## config.mk

```make
export PLATFORM = sky130hd
export DESIGN_NAME = ex_flat
export DESIGN_NICKNAME = d
export VERILOG_FILES = /design/src/rtl/ex_if.sv /design/src/rtl/ex.sv /design/src/flat_wrapper.sv
export SDC_FILE = /design/constraint.sdc
export NUM_CORES = 2
export LEC_CHECK = 0
export ABC_CLOCK_PERIOD_IN_PS = 8400
export BUFFER_PORTS_ARGS = -buffer_cell sky130_fd_sc_hd__buf_2
export CAP_MARGIN = 20
export CORE_MARGIN = 8
export CORE_UTILIZATION = 35
export DETAILED_ROUTE_END_ITERATION = 8
export PLACE_DENSITY = 0.54
export SETUP_SLACK_MARGIN = 0.02
export SYNTH_ARGS = -nofsm -noshare
export SYNTH_HDL_FRONTEND = slang
export SYNTH_SLANG_ARGS = --single-unit
```

## constraint.sdc

```tcl
create_clock -name clk -period 8.4 [get_ports clk]
set_input_delay 2.1 -clock clk [delete_from_list [all_inputs] [get_ports clk]]
set_output_delay 2.1 -clock clk [all_outputs]
set_load 0.01 [all_outputs]
```

## src/rtl/ex_if.sv

```systemverilog
// rtl/ex_if.sv - EX-to-data-SRAM request and MEM load/store descriptor signals
interface ex_if;
  logic [4:0]  load_sram_ex_data;
  logic [2:0]  store_sram_ex_data;
  logic [3:0]  data_ram_sel;
  logic        data_sram_en;
  logic [3:0]  data_sram_wen;
  logic [31:0] data_sram_addr;
  logic [31:0] data_sram_wdata;

  modport master (
    output load_sram_ex_data,
    output store_sram_ex_data,
    output data_ram_sel,
    output data_sram_en,
    output data_sram_wen,
    output data_sram_addr,
    output data_sram_wdata
  );

  modport slave (
    input load_sram_ex_data,
    input store_sram_ex_data,
    input data_ram_sel,
    input data_sram_en,
    input data_sram_wen,
    input data_sram_addr,
    input data_sram_wdata
  );
endinterface

```

## src/rtl/ex.sv

```systemverilog
// rtl/ex.sv - execute stage: ID/EX register, ALU, load/store request, iterative divider with HI/LO
module ex (
  input  logic         clk,
  input  logic         rst,
  input  logic [5:0]   stall,
  input  logic [149:0] id_to_ex_bus,
  output logic [75:0]  ex_to_mem_bus,
  output logic [38:0]  ex_to_id_bus,
  ex_if.master         mem_if,
  output logic         stallreq_for_ex
);

  localparam logic STOP    = 1'b1;
  localparam logic NO_STOP = 1'b0;

  typedef enum logic [1:0] {
    DIV_IDLE = 2'd0,
    DIV_BUSY = 2'd1,
    DIV_DONE = 2'd2
  } div_state_t;

  logic [149:0] id_ex_q, id_ex_d;

  always_comb begin
    id_ex_d = id_ex_q;
    if (stall[2] == STOP && stall[3] == NO_STOP) begin
      id_ex_d = '0;
    end else if (stall[2] == NO_STOP) begin
      id_ex_d = id_to_ex_bus;
    end
  end

  always_ff @(posedge clk) begin
    if (rst) id_ex_q <= '0;
    else     id_ex_q <= id_ex_d;
  end

  logic [31:0] pc;
  logic [4:0]  alu_op;
  logic [31:0] rs_val, rt_val, imm;
  logic        use_imm, rf_we;
  logic [4:0]  rf_waddr;
  logic [4:0]  load_op;
  logic [2:0]  store_op;
  logic [1:0]  div_op;

  assign pc       = id_ex_q[149:118];
  assign alu_op   = id_ex_q[117:113];
  assign rs_val   = id_ex_q[112:81];
  assign rt_val   = id_ex_q[80:49];
  assign imm      = id_ex_q[48:17];
  assign use_imm  = id_ex_q[16];
  assign rf_we    = id_ex_q[15];
  assign rf_waddr = id_ex_q[14:10];
  assign load_op  = id_ex_q[9:5];
  assign store_op = id_ex_q[4:2];
  assign div_op   = id_ex_q[1:0];

  logic [31:0] op_a, op_b;
  assign op_a = rs_val;
  assign op_b = use_imm ? imm : rt_val;

  logic [31:0] hi_q, hi_d, lo_q, lo_d;
  logic [31:0] alu_res;

  always_comb begin
    alu_res = 32'd0;
    case (alu_op)
      5'd0:  alu_res = op_a + op_b;
      5'd1:  alu_res = op_a - op_b;
      5'd2:  alu_res = op_a & op_b;
      5'd3:  alu_res = op_a | op_b;
      5'd4:  alu_res = op_a ^ op_b;
      5'd5:  alu_res = ~(op_a | op_b);
      5'd6:  alu_res = op_b << op_a[4:0];
      5'd7:  alu_res = op_b >> op_a[4:0];
      5'd8:  alu_res = $unsigned($signed(op_b) >>> op_a[4:0]);
      5'd9:  alu_res = {31'd0, $signed(op_a) < $signed(op_b)};
      5'd10: alu_res = {31'd0, op_a < op_b};
      5'd11: alu_res = op_b;
      5'd12: alu_res = hi_q;
      5'd13: alu_res = lo_q;
      default: alu_res = 32'd0;
    endcase
  end

  logic        is_load, is_store, is_mem, is_div;
  logic [31:0] mem_addr;
  logic [3:0]  store_wen, load_sel;
  logic [31:0] store_wdata;

  assign is_load  = |load_op;
  assign is_store = |store_op;
  assign is_mem   = is_load | is_store;
  assign is_div   = |div_op;
  assign mem_addr = rs_val + imm;

  // Stores replicate the datum across every lane so the byte enables alone pick the target.
  always_comb begin
    store_wen   = 4'b0000;
    store_wdata = 32'd0;
    if (store_op[2]) begin
      store_wen   = 4'b0001 << mem_addr[1:0];
      store_wdata = {4{rt_val[7:0]}};
    end else if (store_op[1]) begin
      store_wen   = mem_addr[1] ? 4'b1100 : 4'b0011;
      store_wdata = {2{rt_val[15:0]}};
    end else if (store_op[0]) begin
      store_wen   = 4'b1111;
      store_wdata = rt_val;
    end
  end

  always_comb begin
    load_sel = 4'b0000;
    if (load_op[4] | load_op[3]) begin
      load_sel = 4'b0001 << mem_addr[1:0];
    end else if (load_op[2] | load_op[1]) begin
      load_sel = mem_addr[1] ? 4'b1100 : 4'b0011;
    end else if (load_op[0]) begin
      load_sel = 4'b1111;
    end
  end

  // Lane select follows the instruction into MEM, where the read data comes back.
  logic [3:0] data_ram_sel_q, data_ram_sel_d;

  always_comb begin
    data_ram_sel_d = data_ram_sel_q;
    if (stall[3] == STOP && stall[4] == NO_STOP) begin
      data_ram_sel_d = 4'b0000;
    end else if (stall[3] == NO_STOP) begin
      data_ram_sel_d = load_sel;
    end
  end

  always_ff @(posedge clk) begin
    if (rst) data_ram_sel_q <= 4'b0000;
    else     data_ram_sel_q <= data_ram_sel_d;
  end

  div_state_t  state_q, state_d;
  logic [4:0]  cnt_q, cnt_d;
  logic [31:0] rem_q, rem_d, quo_q, quo_d, dvs_q, dvs_d, dvd_q, dvd_d;
  logic        neg_quo_q, neg_quo_d, neg_rem_q, neg_rem_d, div_zero_q, div_zero_d;
  logic        div_signed;
  logic [32:0] rem_sh;
  logic [31:0] rem_sub;

  assign div_signed = div_op[1];
  assign rem_sh     = {rem_q, quo_q[31]};
  assign rem_sub    = rem_sh[31:0] - dvs_q;

  always_comb begin
    state_d    = state_q;
    cnt_d      = cnt_q;
    rem_d      = rem_q;
    quo_d      = quo_q;
    dvs_d      = dvs_q;
    dvd_d      = dvd_q;
    neg_quo_d  = neg_quo_q;
    neg_rem_d  = neg_rem_q;
    div_zero_d = div_zero_q;
    hi_d       = hi_q;
    lo_d       = lo_q;
    case (state_q)
      DIV_IDLE: begin
        if (is_div) begin
          state_d    = DIV_BUSY;
          cnt_d      = 5'd0;
          rem_d      = 32'd0;
          quo_d      = (div_signed && op_a[31]) ? 32'd0 - op_a : op_a;
          dvs_d      = (div_signed && op_b[31]) ? 32'd0 - op_b : op_b;
          dvd_d      = op_a;
          neg_quo_d  = div_signed & (op_a[31] ^ op_b[31]);
          neg_rem_d  = div_signed & op_a[31];
          div_zero_d = (op_b == 32'd0);
        end
      end
      DIV_BUSY: begin
        // Restoring step: shift in the next dividend bit, subtract if it fits.
        if (rem_sh >= {1'b0, dvs_q}) begin
          rem_d = rem_sub;
          quo_d = {quo_q[30:0], 1'b1};
        end else begin
          rem_d = rem_sh[31:0];
          quo_d = {quo_q[30:0], 1'b0};
        end
        cnt_d = cnt_q + 5'd1;
        if (cnt_q == 5'd31) state_d = DIV_DONE;
      end
      DIV_DONE: begin
        if (stall[2] == NO_STOP) begin
          if (div_zero_q) begin
            lo_d = 32'hFFFF_FFFF;
            hi_d = dvd_q;
          end else begin
            lo_d = neg_quo_q ? 32'd0 - quo_q : quo_q;
            hi_d = neg_rem_q ? 32'd0 - rem_q : rem_q;
          end
          state_d = DIV_IDLE;
        end
      end
      default: state_d = DIV_IDLE;
    endcase
  end

  always_ff @(posedge clk) begin
    if (rst) begin
      state_q    <= DIV_IDLE;
      cnt_q      <= 5'd0;
      rem_q      <= 32'd0;
      quo_q      <= 32'd0;
      dvs_q      <= 32'd0;
      dvd_q      <= 32'd0;
      neg_quo_q  <= 1'b0;
      neg_rem_q  <= 1'b0;
      div_zero_q <= 1'b0;
      hi_q       <= 32'd0;
      lo_q       <= 32'd0;
    end else begin
      state_q    <= state_d;
      cnt_q      <= cnt_d;
      rem_q      <= rem_d;
      quo_q      <= quo_d;
      dvs_q      <= dvs_d;
      dvd_q      <= dvd_d;
      neg_quo_q  <= neg_quo_d;
      neg_rem_q  <= neg_rem_d;
      div_zero_q <= div_zero_d;
      hi_q       <= hi_d;
      lo_q       <= lo_d;
    end
  end

  assign stallreq_for_ex = (state_q == DIV_IDLE && is_div) || (state_q == DIV_BUSY);

  logic        rf_we_out;
  logic [31:0] ex_result;

  assign rf_we_out = rf_we & ~is_div;
  assign ex_result = is_mem ? mem_addr : alu_res;

  assign ex_to_mem_bus = {pc, is_mem, store_wen, is_load, rf_we_out, rf_waddr, ex_result};
  assign ex_to_id_bus  = {is_load, rf_we_out, rf_waddr, ex_result};

  assign mem_if.load_sram_ex_data  = load_op;
  assign mem_if.store_sram_ex_data = store_op;
  assign mem_if.data_ram_sel       = data_ram_sel_q;
  assign mem_if.data_sram_en       = is_mem;
  assign mem_if.data_sram_wen      = store_wen;
  assign mem_if.data_sram_addr     = mem_addr;
  assign mem_if.data_sram_wdata    = store_wdata;

  logic unused_stall;
  assign unused_stall = ^{stall[5], stall[1:0]};

endmodule
```

## src/flat_wrapper.sv

```systemverilog
// flat-port wrapper written by rule: the top's interface ports become plain ports
module ex_flat 
  (clk, rst, stall, id_to_ex_bus, ex_to_mem_bus, ex_to_id_bus, stallreq_for_ex, mem_if_load_sram_ex_data, mem_if_store_sram_ex_data, mem_if_data_ram_sel, mem_if_data_sram_en, mem_if_data_sram_wen, mem_if_data_sram_addr, mem_if_data_sram_wdata);
  ex_if mem_if_i ();
  input  logic clk;
  input  logic rst;
  input  logic [5:0] stall;
  input  logic [149:0] id_to_ex_bus;
  output logic [75:0] ex_to_mem_bus;
  output logic [38:0] ex_to_id_bus;
  output logic stallreq_for_ex;
  output wire logic [$bits(mem_if_i.load_sram_ex_data)-1:0] mem_if_load_sram_ex_data;
  output wire logic [$bits(mem_if_i.store_sram_ex_data)-1:0] mem_if_store_sram_ex_data;
  output wire logic [$bits(mem_if_i.data_ram_sel)-1:0] mem_if_data_ram_sel;
  output wire logic [$bits(mem_if_i.data_sram_en)-1:0] mem_if_data_sram_en;
  output wire logic [$bits(mem_if_i.data_sram_wen)-1:0] mem_if_data_sram_wen;
  output wire logic [$bits(mem_if_i.data_sram_addr)-1:0] mem_if_data_sram_addr;
  output wire logic [$bits(mem_if_i.data_sram_wdata)-1:0] mem_if_data_sram_wdata;
  assign mem_if_load_sram_ex_data = mem_if_i.load_sram_ex_data;
  assign mem_if_store_sram_ex_data = mem_if_i.store_sram_ex_data;
  assign mem_if_data_ram_sel = mem_if_i.data_ram_sel;
  assign mem_if_data_sram_en = mem_if_i.data_sram_en;
  assign mem_if_data_sram_wen = mem_if_i.data_sram_wen;
  assign mem_if_data_sram_addr = mem_if_i.data_sram_addr;
  assign mem_if_data_sram_wdata = mem_if_i.data_sram_wdata;
  ex u_core (.clk(clk), .rst(rst), .stall(stall), .id_to_ex_bus(id_to_ex_bus), .ex_to_mem_bus(ex_to_mem_bus), .ex_to_id_bus(ex_to_id_bus), .mem_if(mem_if_i), .stallreq_for_ex(stallreq_for_ex));
endmodule
```

# Word level (Yosys, flattened, before mapping)
# Cells that the tools add are included.
[op_classes]
n_addsub = 9
n_lt_le_gt_ge = 3
eq_ne = 19
n_shift = 4
n_mux = 31
bitwise = 15
reduce_logical = 19
[ops]
columns = ["operator", "count"]
rows = [
  ["two-way mux 32 bit", 14],
  ["case mux 32 bit (14 select lines)", 1],
  ["case mux 32 bit (2 select lines)", 2],
  ["subtractor 1 x 32 -> 32 bit (first input constant)", 4],
  ["adder 32 bit", 2],
  ["less-than comparator 32 bit", 2],
  ["subtractor 32 bit", 2],
  [">= comparator 33 x 32 -> 1 bit", 1],
  ["AND 32 bit", 1],
  ["logical NOT 32 bit", 1],
  ["NOT 32 bit", 1],
  ["bitwise OR 32 bit", 1],
  ["<< shifter 32 x 5 -> 32 bit", 1],
  [">> shifter 32 x 5 -> 32 bit", 1],
  [">>> shifter 32 x 5 -> 32 bit", 1],
  ["bitwise XOR 32 bit", 1],
  ["== test 5 x 4 -> 1 bit (second input constant)", 6],
  ["two-way mux 4 bit", 7],
  ["== test 5 x 3 -> 1 bit (second input constant)", 4],
  ["== test 5 x 2 -> 1 bit (second input constant)", 2],
  ["case mux 5 bit (2 select lines)", 1],
  ["two-way mux 2 bit", 3],
  ["case mux 2 bit (3 select lines)", 1],
  ["AND reduction 2 bit", 3],
  ["other kinds (23)", 37],
]
[word_totals]
ff_bits = 356
inputBits = 158
output_inout_bits = 197
word_cells = 113

# Depth between registers and ports, before layout
[logic_depth]
ltp_word = 5
ltp_mapped = 19
ltp_nobuf = 14

# Worst setup path before layout
# No wires, ideal clock.
[synth_path]
path_type = "reg-to-output"
from = "register u_core.id_ex_q[83]"
to = "output ex_to_mem_bus[22]"
arrival_ps = 4307
required_ps = 6300
slack_ps = 1993
stages_incl_launch_ff = 18
path_buffers = 6
cell_sequence = "dfxtp_1 clkbuf_1 inv_1 buf_2 buf_1 clkbuf_1 ha_1 clkbuf_1 nand2b_1 a2111oi_2 o211ai_1 a32oi_1 a21boi_1 o31a_1 a221o_1 a221oi_1 o21ai_1 buf_4"
[synth_via]
elab_chain_len = 3
elab_cells_between_ends = 8
classes_between = "add/sub: 3; shift: 3; mux: 2"
[synth_lines]
columns = ["element", "line_no", "text"]
rows = [
  ["from (decl)", "ex.sv:22", "logic [149:0] id_ex_q, id_ex_d;"],
  ["from (signal assigned)", "ex.sv:35", "else id_ex_q <= id_ex_d;"],
  ["subtractor 32 bit, or another cell as far along", "ex.sv:70", "5'd1: alu_res = op_a - op_b;"],
  ["case mux 32 bit (14 select lines)", "ex.sv:68", "case (alu_op)"],
  ["two-way mux 32 bit *", "ex.sv:242", "assign ex_result = is_mem ? mem_addr : alu_res;"],
  ["to (decl)", "flat_wrapper.sv:9", "output logic [75:0] ex_to_mem_bus;"],
]
# Mark *: on every way between the ends. The rest lies on a longest branch, timed or not.

# Final worst setup path
[layout_path]
from = "register u_core.id_ex_q[16]"
to = "output ex_to_mem_bus[22]"
[layout_via]
elab_cells_between_ends = 12
classes_between = "add/sub: 2; shift: 3; mux: 3; bitwise: 4"
[layout_lines]
columns = ["element", "line_no", "text"]
rows = [
  ["two-way mux 32 bit *", "ex.sv:61", "assign op_b = use_imm ? imm : rt_val;"],
  ["via u_core.op_b[0]", "ex.sv:59", "logic [31:0] op_a, op_b;"],
  ["subtractor 32 bit, or another cell as far along", "ex.sv:70", ""],
  ["case mux 32 bit (14 select lines) *", "ex.sv:68", ""],
  ["two-way mux 32 bit *", "ex.sv:242", ""],
]
# The timed path passes the listed nets; every way through them passes the cells marked *.

==> impl_results.md <==
* Max cap viols at 0
* Vias in the first global route at between 20000 and 30000
* Commonest non-fill, non-tap cell in the layout: nand2_1
* Largest net degree at the start of global routing at 83
* Initial antenna violation count at 2
* TritonRoute pass-1 iters at 6
* Post-synth top area share at 0.233
* Minimum hold slack at around 0.45 ns
* Tmin final at 8.08 ns
* Hold WC Path Type: reg -> reg
* Postcts setup bufs at 0
* Final Hold Viols at 0
* Hold-fix buffers at CTS at 0
* Port Buf Inserts at 351
* Nets at approximately 4500
* Synthesized netlist cell count at 4021
* Fmax achieved at about 0.12 GHz
* Launching element type of the critical path: flip-flop
* Status: finished clean
* Core Region at 0.0868 mm^2
* Library cells used by synthesis at 94
* Total power at around 0.0076 W
* First-pass GRT wire length at 200 mm
* Later-pin clock latency in the skew report at about 0.6 ns
* Dominant cells by area after synthesis: dfxtp_1, mux2i_1, ha_1
* Unrepaired setup endpoints after global routing: no
* Setup Skew at roughly 0.032 ns
* Slew headroom at 0.269
* Final setup vio count at 0
* Critical Path RT at approximately 6.3 ns
* CP max FO at 29
* Dpl hpwl at approximately 110 mm
* Via count at roughly 32000
* Detailed Route Iter0 Violations at approximately 3600
* Final period utilization at 0.961
* Area grow syn2layout at 12.3%
* Share of layout cells above drive strength 1 at 0.161
* Most used DFF post-synth: dfxtp_1
* Syn_area_per_cell at 7.62 um^2
* Placer Congestion at 1.00
* Crit-path cells: mux2i_1, buf_4, inv_1, ha_1, fa_1, nand3_1, a21oi_1, o311ai_1, nand3_1, a31oi_1, o21ai_0, a221o_1, a221oi_1, o21ai_1, buf_2
* Power Dens Cells at between 200 and 250 mW/mm^2
* GRT overflow at 0
* Mapped Nets at about 4400
* Synthesized cell area at about 0.031 mm^2
* Final wirelength at around 140 mm
* Setup TNS at 0 ns
* Seq/Total Area, Yosys at 0.233
* Remaining antenna violation count at 0
* Die Area at slightly below 0.1 mm^2
* Leakage power at ~14 nW
* Top Ports at approximately 360
* Crit-path leading delay family: compound AO/OA/AOI/OAI gates
* VDD IR max at 0.216 mV
* CTS tree: built
* CTS-repair resized insts at 0
* CP most frequent cell: nand3_1
* Max clock buf depth at 3
* Row cnt at approximately 110
* Via/cell ratio at between 5 and 6
* H-tree Lvls at 2
* Warnings, synthesis at 0
* Kind of critical path: reg -> out
* WP buf/inv at 3
* Final Max Tran Viols at 0
* Critical Path AT at between 5 and 6 ns
* Die width at ~310 um
* Synth async-reset ratio at 0
* # DRC at 0
* Post-synth EDFFs at 0
* Crit end category: primary output
* # clock sinks at ~360
* Leading area contributor after synthesis: dfxtp_1
* Measured slew at the worst slew-check pin at roughly 1.1 ns
* Synthesis-stage register bit count at between 300 and 400
* Routed wire length per instance at between 20 and 30 um
* Die Y at between 300 and 400 um
* GRT Total Usage at 0.266
* Clock transition at the registers of the reported paths at about 0.060 ns
* Root buf cell: clkbuf_16
* Slowest stage cell, crit path: o311ai_1
* CTS Buf Count at 42
* Slowest stage delay, CP at between 0.8 and 0.9 ns
* Starting Density at 0.353
* Most frequent cells in the layout: nand2_1, nor2_1, buf_2, dfxtp_1, a21oi_1
per-layer routing:
metal	GRT usage	share of wire	up-vias
met5	0	0	-
met1	0.350	0.42	15000
met2	0.409	0.43	1469
li1	-	-	14700
met4	0.137	0.061	0
met3	0.0539	0.083	313
per-stage QoR:
stage                     worst slack [ns]  instances   util  instance area, um^2
after floorplan                       1.99       4021      -                30600
after global placement                1.12       5257  0.379                32800
after detailed placement              1.10       5257  0.379                32800
after CTS                            0.433       5333  0.396                34400
after global routing                 0.244       5335  0.396                34400
final                                0.324       5338  0.396                34400
area by class of cell:
type	count	area (um^2)
fillers	9184	52400
multi-input cells	3127	21100
flip-flops and latches	356	7140
repair buffers	447	2500
well taps	1155	1450
clock buffers	66	1310
inverters	173	649
clock inverters	10	205
diodes	4	10.0
synth_stat cells, drive strengths merged (31+ instances only):
cell type and count:
nand2 493, nor2 430, dfxtp 356, a21oi 329, mux2i 265, o21ai 263, clkbuf 224, ha 174
inv 172, buf 141, xnor2 124, nand3 82, nor3 77, a22oi 68, mux4 53, o22ai 51
xor2 49, a21o 46, o211ai 39, a221oi 38, a31oi 35, o31ai 31
final timing paths:
path,slack [ns],depth (start not counted),end,start
worst min register to register,0.45,2,u_core.dvs_q[11],u_core.dvs_q[11]
worst max register to register,4.16,10,u_core.dvs_q[24],u_core.id_ex_q[16]
worst min-delay path,0.45,2,u_core.dvs_q[11],u_core.dvs_q[11]
worst max-delay path,0.32,15,ex_to_mem_bus[22],u_core.id_ex_q[16]
state kept, by name, summed over array words and instances (netlist names):
register	cells
u_core.dvs_q	32
u_core.id_ex_q	150
u_core.neg_rem_q	1
u_core.mem_if.data_ram_sel	4
u_core.div_zero_q	1
u_core.rem_q	32
u_core.hi_q	32
u_core.dvd_q	32
u_core.quo_q	32
u_core.neg_quo_q	1
u_core.cnt_q	5
u_core.lo_q	32
u_core.state_q	2
kinds of logic (layout without fill, tap and decap cells):
logic type	Yosys count	in the layout	synth area share
AOI/OAI and AO/OA	1163	1163	0.246
muxes	325	325	0.134
buffers and inverters	538	696	0.0804
DFF	356	356	0.233
and+or+nand+nor	1288	1288	0.184
adders and majority gates	178	178	0.0737
xor gates and xnor gates	173	173	0.0495
other	0	4	0
worst reg2reg max path: cells and delay by family, from the launching register on:
family,cells,cell delay (ns)
compound gates,2,0.29
xor+xnor,1,0.28
buf+inv,2,0.89
flops,1,0.68
mux,1,0.86
simple gates,4,1.16
power breakdown:
group / switching (W) / internal, W
clock network: 0.000790 / 0.00120
registers: 0.000177 / 0.00178
logic: 0.00222 / 0.00142
total: 0.00319 / 0.00441
Power figures use the tool's default switching activity.
